===== src/rtl/im_fetch_param.sv =====
// Instruction memory with a program-load write port and a one-entry fetch register.
// A fetch returns one word or an address-wrapping pair of words, one cycle after it is accepted.
module im_fetch_param #(
  parameter int              XLEN     = 32,
  parameter int              ADDR_W   = 6,
  parameter logic [XLEN-1:0] NOP_WORD = 32'h0000_0013
) (
  input  logic                clk,
  input  logic                reset,
  input  logic                wr_en,
  input  logic [ADDR_W-1:0]   wr_addr,
  input  logic [XLEN-1:0]     wr_data,
  input  logic                fetch_req,
  input  logic [ADDR_W-1:0]   fetch_pc,
  input  logic                fetch_pair,
  output logic                fetch_ready,
  output logic                ir_valid,
  input  logic                ir_ready,
  output logic [2*XLEN-1:0]   ir,
  output logic [ADDR_W-1:0]   ir_pc,
  output logic [ADDR_W:0]     load_count
);

  localparam int              DEPTH = 1 << ADDR_W;
  localparam logic [ADDR_W:0] FULL  = (ADDR_W+1)'(DEPTH);

  logic [XLEN-1:0]   mem [DEPTH];
  logic [DEPTH-1:0]  written;
  logic [ADDR_W-1:0] pc_next;
  logic [XLEN-1:0]   word_a;
  logic [XLEN-1:0]   word_b;
  logic              accept;

  // Handshake: a fetch transfers on a rising edge where fetch_req && fetch_ready;
  // a result transfers on a rising edge where ir_valid && ir_ready. While ir_valid
  // is high and ir_ready low, ir/ir_pc/ir_valid hold and fetch_ready is low.
  assign fetch_ready = !ir_valid || ir_ready;
  assign accept      = fetch_req && fetch_ready;
  assign pc_next     = fetch_pc + ADDR_W'(1);

  // Write-first forwarding; written bits make stale contents read as NOP_WORD.
  assign word_a = (wr_en && (wr_addr == fetch_pc)) ? wr_data :
                  (written[fetch_pc] ? mem[fetch_pc] : NOP_WORD);
  assign word_b = (wr_en && (wr_addr == pc_next)) ? wr_data :
                  (written[pc_next] ? mem[pc_next] : NOP_WORD);

  always_ff @(posedge clk) begin
    if (wr_en) mem[wr_addr] <= wr_data;
  end

  always_ff @(posedge clk or negedge reset) begin
    if (!reset) begin
      written    <= '0;
      load_count <= '0;
    end else if (wr_en) begin
      written[wr_addr] <= 1'b1;
      if (!written[wr_addr] && (load_count != FULL))
        load_count <= load_count + (ADDR_W+1)'(1);
    end
  end

  always_ff @(posedge clk or negedge reset) begin
    if (!reset) begin
      ir_valid <= 1'b0;
      ir       <= '0;
      ir_pc    <= '0;
    end else if (accept) begin
      ir_valid <= 1'b1;
      ir       <= {word_a, (fetch_pair ? word_b : {XLEN{1'b0}})};
      ir_pc    <= fetch_pc;
    end else if (ir_ready) begin
      ir_valid <= 1'b0;
    end
  end

endmodule


===== config.mk =====
export PLATFORM = sky130hd
export DESIGN_NAME = im_fetch_param
export DESIGN_NICKNAME = d
export VERILOG_FILES = /design/src/rtl/im_fetch_param.sv
export SDC_FILE = /design/constraint.sdc
export NUM_CORES = 2
export LEC_CHECK = 0
export CORE_UTILIZATION = 50
export CTS_BUF_LIST = sky130_fd_sc_hd__clkbuf_8
export DETAILED_ROUTE_END_ITERATION = 16
export PLACE_DENSITY = 0.63
export SYNTH_ARGS = -nofsm -noshare
export SYNTH_HDL_FRONTEND = slang
export SYNTH_SLANG_ARGS = --single-unit
export TNS_END_PERCENT = 30

===== constraint.sdc =====
create_clock -name clk -period 7.3 [get_ports clk]
set_clock_uncertainty 0.15 [all_clocks]
set_input_delay 1.46 -clock clk [delete_from_list [all_inputs] [get_ports clk]]
set_output_delay 1.46 -clock clk [all_outputs]
set_load 0.05 [all_outputs]

---- Word-level counts from Yosys, hierarchy flattened ----
Memories as Yosys holds them, arrays and structs flattened.
Index checks and enable logic that the tools add are counted.
storage, ports and cells
  logic and storage cells ................. 43
  memories ................................ 1
  RAM bits ................................ 2048
  bits in registers ....................... 142
  output and inout port bits .............. 79
  bits of input ports ..................... 50
memory list
  name  depth  width  rd ports  clocked after Yosys merged registers in  write ports  RTL line  RTL
  mem   64     32     2         0                                        1            27        logic [XLEN-1:0] mem [DEPTH];
cells by class
  equal/unequal tests ..................... 3
  $add $sub $neg .......................... 2
  reduce and logical (&&, ||, !) cells .... 10
  multiplexer cells ....................... 17
  bitwise gates (word level) .............. 1
  order comparisons ....................... 4
operators by type and width
  operator                                                                count
  32-bit two-way mux                                                      5
  64-bit OR                                                               1
  6-bit by 7-bit < comparator with 1-bit output (second input constant)   3
  1-bit binary-select mux with 6-bit select                               3
  6-bit equality test                                                     2
  1-bit two-way mux                                                       8
  7-bit by 1-bit adder with 7-bit output (second input constant)          1
  7-bit != test (second input constant)                                   1
  6-bit by 1-bit adder with 6-bit output (second input constant)          1
  1-bit demux with 6-bit select                                           1
  6-bit by 1-bit >= comparator with 1-bit output (second input constant)  1
  1-bit logical AND                                                       5
  1-bit zero test                                                         2
  2-bit AND reduction                                                     1
  2-bit nonzero test                                                      1
  1-bit logical OR                                                        1

---- Depth between registers and ports, before layout ----
  depth after elaboration ................. 6
  gate-level depth with buffers ........... 15
  depth with buffers taken out ............ 9

---- Least setup slack after synthesis ----
OpenSTA, ideal clock, no wires.
  kind .................................... in2reg
  start point ............................. in wr_addr[0]
  end point ............................... mem mem[29][0] (enable)
  setup slack ............................. 2749 ps
  arrival time ............................ 3978 ps
  data required time ...................... 6728 ps
  setup time .............................. 422 ps
  stages .................................. 5
  path buffers ............................ 2
  cell sequence ........................... clkbuf_1 -> clkbuf_1 -> nor2b_1 -> nand3_1 -> nor2_1
RTL lines
  element          RTL line  RTL
  start, declared  11        input logic [ADDR_W-1:0] wr_addr,
  end, declared    27
Straight into the memory's write port.

---- Worst setup path in the final report ----
  start point ............................. in fetch_pc[0]
  end point ............................... reg ir[16]
between the ends
  word-level cells in the longest chain between the ends .. 6
  elaborated cells between the ends (all ways) .. 9
  classes of those cells .................. 1 x add/sub; 1 x eq/ne; 5 x mux; 1 x reduce/logical; 1 x memory
RTL lines
  element                                    RTL line  RTL
  start, declared                            14        input logic [ADDR_W-1:0] fetch_pc,
  6-bit by 1-bit adder with 6-bit output *   39        assign pc_next = fetch_pc + ADDR_W'(1);
  1-bit binary-select mux with 6-bit select  45        (written[pc_next] ? mem[pc_next] : NOP_WORD);
  1-bit two-way mux (not written as such)    45
  32-bit two-way mux                         45
  32-bit two-way mux *                       44        assign word_b = (wr_en && (wr_addr == pc_next)) ? wr_data :
  32-bit two-way mux *                       69        ir <= {word_a, (fetch_pair ? word_b : {XLEN{1'b0}})};
  end signal, assigned                       69
  end, declared                              19        output logic [2*XLEN-1:0] ir,
Every way passes the cells marked *; elsewhere a longest branch is shown, timed or not. The select of a mux whose other input is x is not followed.
A chain may end at the register's enable or synchronous reset.

==> results.yml <==
setup_path:
  reg2reg_depth: 9
  cp.required_ns: 8.11
  crit_fanout: 77
  r2r_setup_slack_ns: 3.49
  cp-end-kind: "register"
  cp.buffers_inverters: 2
  cp_slowest_cell: "ha_4"
  rr_startpoint: "written[63]"
  crit_family: "buffers and inverters"
  crit_path_start_kind: "primary input"
  cp_cell_sequence: "buf_16 > ha_4 > buf_4 > mux4_2 > a22oi_1 > a31oi_1 > nand3_1 > a21boi_4 > nand3_4 > o211ai_1"
  arrival_ns: 5.68
  slowest_delay_ns: 0.76
  r2r_end: "ir[50]"
  crit_type: "in -> reg"
timing:
  finalHoldViolCount: 0
  rsz0062_at_grt: "false"
  clock.fmax_mhz: 205
  setup_viol: 0
  relSlewSlack_pct: 10.6
  fin_crit_ns: 4.87
  maxSlewViolCount: 0
  setup_slack_ns: 2.43
  worst_pin_slew_ns: 1.34
  fin_setup_tns_ns: 0
  hold_ws_ns: 0.267
  finalCritPeriodShare_pct: 66.7
yosys:
  netlist_area_um2: 102000
  syn_inst: 5547
  synth_area_leader_cell: "edfxtp_1"
  ys_ff_latch: 2190
  synth_top_area_share_pct: 60.1
  synth-seq-area-share_pct: 63.5
  synth_nets: 5600
  ys_warn_count: 0
  synthTopCellsByArea: "edfxtp_1, mux4_2, dfrtp_1, mux2i_1, nand2_1"
  synth.distinct_cells: 52
  async_flop_share_pct: 6.48
  synth_edf_count: 2048
  avgSynthCellArea_um2: 18.5
  synth_ff_type: "edfxtp_1"
power:
  total_power_w: 0.0285
  leakage_nw: 37.8
  powerDensity_nw_per_um2: 248
  peakVddDrop_mv: 0.209
clock_network:
  cts-hold-fix-buffers: 0
  htreeDepth: 5
  cts_buffers: 377
  clk_pin_slew_worst_paths_ns: 0.06
  cts-root-buf: "clkbuf_8"
  clkLatencyLatePin_ns: 1.11
  cts_setup_buffers: 0
  cts_tree: "built"
  clock-sinks: 2190
  clk_path_buf_depth: 4
  cts.repair.resized: 0
drt:
  vias_per_cell: 7.03
  num_vias: 61899
  wl_per_cell_um: 39.0
  drt_wl_total_mm: 343
  drcViolationCount: 0
  final_antenna_net_count: 0
  drtIter0Drc: 8464
  firstDrtPassIters: 6
status:
  status: "finished clean"
die:
  fp.dieH_um: 454
  die-area_um2: 207000
  core-area_um2: 203000
  row_count: 165
  start_util_pct: 50.5
  die_width_um: 454
  ios: 129
finish:
  drive_above_1_share_pct: 32.5
  fin_util_pct: 56.6
  syn2layout_area_growth_pct: 12.1
  nets: 5872
place:
  dpl.hpwl_mm: 199
  numPortBuffers: 128
  place_congestion: 0.881
  pre_cts_slack_ns: 1.50
worst_hold_path:
  hold_class: "in -> async"
grt:
  grt.overflow.total: 0
  antenna_found_initial: 30
  grt_usage_pct: 33.4
  first_global_vias: 61107
  grt_max_degree: 135
  grt_pass1_wl_mm: 476
run:
  cap_violations: 0
[cell usage after synthesis, drive strengths merged, types with 7 or more instances]
| cell type | count |
|---|---|
| a211o | 24 |
| a211oi | 69 |
| a21oi | 212 |
| a221oi | 7 |
| a22oi | 8 |
| a31oi | 7 |
| buf | 247 |
| clkbuf | 194 |
| dfrtp | 142 |
| edfxtp | 2048 |
| mux2 | 104 |
| mux2i | 339 |
| mux4 | 1002 |
| nand2 | 351 |
| nand2b | 7 |
| nand3 | 123 |
| nor2 | 107 |
| nor3 | 14 |
| o211ai | 14 |
| o21ai | 143 |
| o221ai | 102 |
| o22ai | 127 |
| or2 | 64 |
| xnor2 | 14 |
| xor2 | 10 |
[state kept, by name (all words and copies together), names as in the netlist]
name	cells
mem	2048
ir_valid	1
written	64
ir	64
load_count	7
ir_pc	6
[layout make-up]
| type | count | area [um^2] |
|---|---|---|
| clock inverter | 266 | 1580 |
| antenna | 24 | 60.1 |
| clock buffer | 403 | 5550 |
| timing repair buffer | 334 | 3400 |
| tap | 2672 | 3340 |
| inverter | 4 | 15.0 |
| sequential | 2190 | 65100 |
| fill | 15473 | 87900 |
| multi-input combinational | 2912 | 35800 |
[layout by cell type (no fill, tap or decap), types with 7 or more instances in the layout]
master	count
edfxtp_1	2048
mux4_2	1002
clkbuf_8	403
nand2_1	349
mux2i_1	339
a21oi_1	212
buf_4	151
o21ai_0	143
dfrtp_1	142
o22ai_1	127
nand3_1	122
inv_1	114
mux2_2	104
o221ai_1	102
clkdlybuf4s50_1	89
clkinv_1	73
a211oi_1	69
nor2_4	65
or2_2	64
buf_12	56
clkinv_2	54
nor2_1	42
buf_2	32
diode_2	24
a211o_1	24
bufinv_16	18
nor3_1	14
o211ai_1	14
xnor2_1	10
clkinvlp_4	10
a22oi_1	8
a221oi_1	7
xor2_1	7
a31oi_1	7
[worst reg2reg max path, stage by stage, from the launching register on]
cell	delay [ns]
dfrtp_1	0.41
mux4_2	0.47
a22o_1	0.23
a221oi_1	0.48
o22ai_1	0.18
nor3_1	0.56
or3_2	0.59
buf_12	0.31
a211o_1	0.16
nand3_1	0.08
[how the worst max path moves through the flow]
stage,startpoint,end,slack [ns],depth (start not counted)
final,fetch_pc[0],ir[16],2.43,10
after global routing,fetch_pc[0],ir[26],2.44,10
after CTS,fetch_pc[0],ir[16],2.65,10
after detailed placement,fetch_pc[0],ir[17],1.50,10
after global placement,fetch_pc[0],ir[17],1.46,10
after floorplan,wr_addr[0],mem[29][0],2.75,5
[metal layers]
metal  track usage [%]  share of wire [%]  vias up
met5                 0              0.024        -
met1              44.3                 37    33004
li1                  -                  -    24113
met2              51.6                 47     3941
met3              8.27                 11      829
met4              17.0                5.7       12
[power breakdown]
group,internal (W),switching (W)
clock,0.00572,0.00510
sequential,0.0140,0.000290
combinational,0.00138,0.00206
total,0.0211,0.00745
[per-stage QoR]
| step | cells | cell area, um^2 |
|---|---|---|
| floorplan | 5547 | 102000 |
| global placement | 8112 | 108000 |
| detailed placement | 8112 | 108000 |
| CTS | 8781 | 115000 |
| global route | 8795 | 115000 |
| finish | 8805 | 115000 |
[logic make-up after synthesis]
family	after synthesis	synth area share, %
buf+inv	445	2.07
fa+ha+maj	3	0.0367
xor+xnor	24	0.224
flops	2190	63.5
simple gates	699	3.01
mux	1445	26.5
compound gates	741	4.60
No activity file was read; power rests on OpenSTA's default activity.
